**src/rtl/mavg_seq_ctrl.sv**
```systemverilog
// mavg_seq_ctrl: sequencer for the 3-tap moving-average datapath.
// Accepts samples over valid/ready. Drives the datapath shift-load and clear
// controls and tracks how full the window is. Once the window is full it
// captures the datapath sum and presents it downstream with backpressure.
//
// Build option: define MAVG_CTRL_DECIM_EN for block-average mode with
// decimation TAPS. Each result then needs TAPS fresh samples, and RUN is
// never entered. Without the macro, every accept in RUN produces one result
// (sliding window).
module mavg_seq_ctrl #(
    parameter int DW    = 8,   // sample width, signed
    parameter int TAPS  = 3,   // window length, >= 2
    parameter int SW    = 10,  // sum width, >= DW + $clog2(TAPS)
    parameter int CNT_W = 2    // fill-counter width, >= $clog2(TAPS+1)
) (
    input  logic                 clk,
    input  logic                 rst_n,
    input  logic                 in_valid,
    output logic                 in_ready,
    input  logic [DW-1:0]        in_data,
    input  logic                 flush,
    output logic                 dp_load,
    output logic                 dp_clr,
    output logic [DW-1:0]        dp_num,
    input  logic [SW-1:0]        dp_sum,
    output logic                 out_valid,
    input  logic                 out_ready,
    output logic [SW-1:0]        out_sum,
    output logic [CNT_W-1:0]     fill_cnt
);

    typedef enum logic [1:0] {
        ST_FILL = 2'd0,  // window not yet full
        ST_CAPT = 2'd1,  // datapath sum settles; capture it
        ST_HOLD = 2'd2,  // result presented downstream
        ST_RUN  = 2'd3   // window full, waiting for the next sample
    } state_t;

    localparam logic [CNT_W-1:0] CNT_LAST = CNT_W'(TAPS - 1);
    localparam logic [CNT_W-1:0] CNT_ONE  = CNT_W'(1);

    state_t state;
    state_t state_nxt;
    logic   accept;
    logic   take;

    // Handshake and datapath controls. While reset is asserted, in_ready and
    // dp_clr are forced low.
    always_comb begin
        in_ready = rst_n && !flush && (state == ST_FILL || state == ST_RUN);
        accept   = in_valid && in_ready;
        take     = (state == ST_HOLD) && out_ready;
        dp_load  = accept;
        dp_clr   = rst_n && flush;
        dp_num   = in_data;
    end

    // Next-state logic. Flush overrides every other event.
    // NOTE: every signal driven here gets a default first, so no path can
    // leave it unassigned and infer a latch.
    always_comb begin
        state_nxt = state;
        if (flush) begin
            state_nxt = ST_FILL;
        end else begin
            case (state)
                ST_FILL: if (accept && fill_cnt == CNT_LAST) state_nxt = ST_CAPT;
                ST_RUN:  if (accept) state_nxt = ST_CAPT;
                ST_CAPT: state_nxt = ST_HOLD;
                ST_HOLD: begin
                    if (out_ready) begin
`ifdef MAVG_CTRL_DECIM_EN
                        state_nxt = ST_FILL;
`else
                        state_nxt = ST_RUN;
`endif
                    end
                end
                default: state_nxt = ST_FILL;
            endcase
        end
    end

    // State register.
    // NOTE: sequential state uses non-blocking assignments so that every
    // flop samples pre-edge values, whatever order the blocks evaluate in.
    always_ff @(posedge clk or negedge rst_n) begin
        if (!rst_n) state <= ST_FILL;
        else        state <= state_nxt;
    end

    // Window fill counter. It saturates at TAPS because it only counts in
    // FILL. In decimation mode it reloads when a result leaves.
    always_ff @(posedge clk or negedge rst_n) begin
        if (!rst_n) begin
            fill_cnt <= '0;
        end else if (flush) begin
            fill_cnt <= '0;
        end else if (state == ST_FILL && accept) begin
            fill_cnt <= fill_cnt + CNT_ONE;
        end else if (take) begin
`ifdef MAVG_CTRL_DECIM_EN
            fill_cnt <= '0;
`else
            fill_cnt <= fill_cnt;
`endif
        end
    end

    // Result register. It captures dp_sum bit-exact in CAPT and holds it
    // until the downstream takes it. A flush discards it.
    always_ff @(posedge clk or negedge rst_n) begin
        if (!rst_n) begin
            out_valid <= 1'b0;
            out_sum   <= '0;
        end else if (flush) begin
            out_valid <= 1'b0;
        end else if (state == ST_CAPT) begin
            out_valid <= 1'b1;
            out_sum   <= dp_sum;
        end else if (take) begin
            out_valid <= 1'b0;
        end
    end

endmodule

```
**config.mk**
```make
export PLATFORM = sky130hd
export DESIGN_NAME = mavg_seq_ctrl
export DESIGN_NICKNAME = d
export VERILOG_FILES = /design/src/rtl/mavg_seq_ctrl.sv
export SDC_FILE = /design/constraint.sdc
export NUM_CORES = 1
export LEC_CHECK = 0
export BUFFER_PORTS_ARGS = -buffer_cell sky130_fd_sc_hd__buf_2
export CORE_MARGIN = 4
export CORE_UTILIZATION = 25
export DETAILED_ROUTE_END_ITERATION = 12
export SYNTH_ARGS = -nofsm -noshare
export SYNTH_HDL_FRONTEND = slang
export SYNTH_SLANG_ARGS = --single-unit
```
**constraint.sdc**
```tcl
create_clock -name clk -period 1.7 [get_ports clk]
set_clock_uncertainty 0.15 [all_clocks]
set_input_delay 0.51 -clock clk [delete_from_list [all_inputs] [get_ports clk]]
set_output_delay 0.51 -clock clk [all_outputs]
set_load 0.03 [all_outputs]
```
# Word level (Yosys, flattened, before mapping)
# Cells that the tools add are included.
# totals
reg_bits,15
elab_cells,37
output_inout_bits,24
# op_classes
muxes,10
addsub,1
n_reduce_logical,14
n_eq_ne,7
n_bitwise,1
# ops
cell,n
2-to-1 mux 2 bit,6
"!= test 3 bit, second input constant",3
one-hot mux 2 bit (4 select lines),1
logical AND 1 bit,7
"equality test 2 bit, second input constant",3
2-to-1 mux 1 bit,3
AND reduction 3 bit,1
nonzero test 3 bit,1
"adder 2 x 1 -> 2 bit, second input constant",1
"equality test 2 x 1 -> 1 bit, second input constant",1
logical NOT 2 bit,1
AND reduction 2 bit,1
nonzero test 2 bit,1
logical NOT 1 bit,1
logical OR 1 bit,1
inverter 1 bit,1

# Longest topological paths before layout
# depth
word_depth,8
depth_mapped,6
mapped_depth_nobuf,6

# Least setup slack after synthesis
# No wires, ideal clock.
# synth_timing
kind,reg-to-output
startpoint,register state[0]
endpoint,output port in_ready
stages_incl_launch_ff,4
arrival_time_ps,1483
setup_slack_ps,-443
cell_sequence,dfrtp_1 > inv_1 > ha_1 > nor3b_1
# synth_between
elab_chain_len,3
elab_cells_between_ends,4
cone_classes,eq/ne (1); reduce/logical (3)
# synth_lines
element,line,text
start: declaration,42,state_t state;
start signal: assignment,89,else state <= state_nxt;
equality test 2 bit or logical NOT 2 bit (tied branches),50,in_ready = rst_n && !flush && (state == ST_FILL || state == ST_RUN);
logical OR 1 bit *,50,
logical AND 1 bit *,50,
end: declaration,19,"output logic in_ready,"
# Mark *: on every way between the ends. The rest lies on a longest branch, timed or not.

# Worst setup path in the final report
# layout_timing
startpoint,register state[0]
endpoint,register fill_cnt[1]
# layout_between
elab_chain_len,6
elab_cells_between_ends,7
cone_classes,eq/ne (1); reduce/logical (6)
# layout_lines
element,line,text
equality test 2 bit or logical NOT 2 bit (tied branches),"50, 99",
logical OR 1 bit,50,
logical AND 1 bit,50,
logical AND 1 bit,51,accept = in_valid && in_ready;
logical AND 1 bit *,99,end else if (state == ST_FILL && accept) begin
nonzero test 2 bit (no source line) *,--,
end signal: assignment,100,fill_cnt <= fill_cnt + CNT_ONE;
end signal: assignment,105,fill_cnt <= fill_cnt;
end: declaration,29,output logic [CNT_W-1:0] fill_cnt
# Marks and branches as above.
# A chain may end at the register's enable or synchronous reset.

==> metrics.csv <==
stage,metric,value,unit
final_layout,nNetsFinal,141,
floorplan,start_util,26.30,%
critical_path,cp-start-kind,register,
global_routing,grt_pass1_wl,3215,um
synth,synth_cells,67,
timing,drv_slew,0,
cts,htreeDepth,1,
floorplan,dieHeight,64.91,um
timing,rsz0062_at_grt,true,
route,routedWlPerCell,12.63,um
cts,cts_tree,built,
power_and_ir_drop,intPower,0.5924,mW
run_status,status,"complete, but fails checks",
global_routing,grt_max_degree,10,
timing,setup_viol,7,
synth,synth_top_cell_by_area,dfrtp_1,
route,drt-vias-per-instance,4.212,
critical_path,crit_arrival,2.11,ns
global_routing,grt_pass1_vias,722,
job,cap_viol_max_count,0,
final_layout,layout-drive-gt1-share,68.75,%
power_and_ir_drop,powerDensity,694.1,nW/um2
timing,tightest_slew,0.1402,ns
power_and_ir_drop,clockPowerShare,23.1,%
synth,synth_top_area_share,46.37,%
global_routing,gr-total-overflow,0,
synth,ys_ff_latch,15,
cts,cts_buffers,3,
cts,cts-root-buf,clkbuf_4,
power_and_ir_drop,p_seq_share,47.7,%
power_and_ir_drop,max-vdd-ir-drop,0.4496,mV
cts,clk_latency,0.28,ns
floorplan,row_count,20,
timing,slew_headroom,90.56,%
synth,synth_fp_nets,95,
final_layout,diodes,0,
route,dr.pass1.iters,3,
power_and_ir_drop,switching_power,0.2761,mW
route,wirelength,1970,um
cts,hold_buffers,0,
timing,fmax,486.0,MHz
power_and_ir_drop,p_comb_share,29.3,%
route,postRouteAntennaNets,0,
placed_design,place_area,1086,um2
run_status,violations,setup timing,
route,drtIter0Drc,10,
critical_path,path_max_fanout,3,
floorplan,fp.dieW,64.91,um
route,drc,0,
power_and_ir_drop,p_total,0.8685,mW
timing,period_share,121.0,%
critical_path,end_kind,register,
cts,cts.clk_slew.worst_paths,0.10,ns
placed_design,io_buffers,30,
synth,avgSynthCellArea,12.08,um2
synth,synth.distinct_cells,22,
floorplan,core,3078,um2
cts,cts.sinks,15,
final_layout,area_growth,54.56,%
placed_design,hpwl,1449,um
synth,yosysWarnings,0,
critical_path,critPathKind,register to register,
synth,synthTopCellsByArea,"dfrtp_1 46%, mux2_2 14%, buf_4 8.3%",
timing,fin_ws,-0.3577,ns
global_routing,antenna_found_initial,0,
timing,hold_viol_final,0,
power_and_ir_drop,swShare,31.79,%
cts,clock_path_buffers,2,
synth,synth_area,809.5,um2
global_routing,grtUsageTotal,9.661,%
floorplan,die_area,4213,um2
worst_hold_path,hold_class,input pin to async pin,
placed_design,place.gp.congestion,0.7338,
floorplan,ios,47,
synth,yosysSeqAreaShare,46.37,%
power_and_ir_drop,leakagePower,0.6604,nW
critical_path,required,1.75,ns
timing,layout_min_cycle_time,2.058,ns
route,vias,657,
final_layout,fin_area,1251,um2
[area by class of cell]
| type | instances | area (um2) |
|---|---|---|
| tap | 44 | 55.05 |
| clock buffer | 3 | 22.52 |
| sequential | 15 | 375.4 |
| clock inverter | 1 | 5.005 |
| inverter | 5 | 21.27 |
| fill | 297 | 1827 |
| multi-input combinational | 37 | 407.9 |
| timing repair buffer | 51 | 364.1 |
[metrics by stage]
stage          hold slack [ns]  setup WS (ns)  utilization (%)  std cells  setup TNS (ns)
5_1_grt                0.04444        -0.4286            40.65        156          -1.706
3_5_place_dp            0.3420        -0.1176            35.28        145         -0.3270
2_1_floorplan          0.06441       -0.08429                -         67        -0.08971
6_report               0.04807        -0.3577            40.65        156          -1.332
3_3_place_gp            0.3339       -0.09667            35.28        145         -0.1882
4_1_cts                0.04145        -0.3654            38.74        154          -1.147
[cells by family (layout without fill, tap and decap cells)]
family	after synthesis	in the layout	share of synthesized area [%]
adders and majority gates	5	5	7.728
muxes	12	12	17.00
and+or+nand+nor	14	14	12.06
DFF	15	15	46.37
AOI/OAI and AO/OA	6	6	5.564
buffers and inverters	15	60	11.28
[sequential cells by signal (all words and copies together), names as in the netlist]
signal and flops:
state 2, fill_cnt 2, out_sum 10, out_valid 1
[worst max-delay path: stages (launching register included)]
cell       delay (ns)
dfrtp_1          0.40
inv_2            0.08
ha_4             0.21
nand4bb_4        0.21
buf_4            0.16
buf_6            0.10
buf_6            0.10
buf_6            0.11
or3_1            0.31
a21oi_1          0.13
[power groups by stage]
stage | logic, mW | clock network, mW | registers (mW)
final | 0.254 | 0.200 | 0.414
after global routing | 0.271 | 0.230 | 0.422
after CTS | 0.244 | 0.214 | 0.414
after detailed placement | 0.232 | 0 | 0.422
after global placement | 0.228 | 0 | 0.419
after floorplan | 0.0917 | 0 | 0.502
[synth_stat cells, drive strengths merged]
master / number
dfrtp: 15
nor2b: 1
inv: 5
mux2: 11
o21ai: 2
nor2: 4
mux2i: 1
nand3: 1
nand4bb: 1
o221a: 1
nand2b: 2
ha: 5
a21oi: 3
buf: 10
nand2: 1
or2b: 1
nor3b: 1
and2: 1
or3: 1
[worst paths after layout]
path | start | to | slack (ns) | depth (start not counted)
min in group clk | dp_sum[6] | out_sum[6] | 0.30 | 2
worst min register to register | out_sum[4] | out_sum[4] | 0.36 | 1
worst max register to register | state[0] | fill_cnt[1] | -0.36 | 9
worst min-delay path | rst_n | state[1] | 0.05 | 2
worst max-delay path | state[0] | fill_cnt[1] | -0.36 | 9
max in group asynchronous | rst_n | out_sum[1] | 1.20 | 2
[layer usage]
| layer | track usage [%] | up-vias | wire length (um) |
|---|---|---|---|
| met5 | 0 | - | 0 |
| met4 | 1.319 | 0 | 2 |
| met3 | 3.293 | 2 | 132 |
| met2 | 18.39 | 22 | 1102 |
| met1 | 10.41 | 327 | 732 |
| li1 | - | 306 | - |
[cells in the final DEF, fill, tap and decap left out, drive strengths merged]
cell,n
nor2,4
clkinv,1
nand2b,2
nor2b,1
a21oi,3
dfrtp,15
nand2,1
nor3b,1
or3,1
ha,5
nand3,1
mux2,11
o21ai,2
buf,51
mux2i,1
clkbuf,3
or2b,1
nand4bb,1
inv,5
and2,1
o221a,1
[repair_timing]
| item | CTS | global route |
|---|---|---|
| pin swaps | 2 | 1 |
| endpoints found under the setup margin | 9 | 17 |
| hold endpoints to repair | 0 | 0 |
| buffers inserted | 4 | 2 |
| gates resized for setup | 14 | 11 |
| cloned | 1 | 0 |
(Power assumes the default switching activity.)
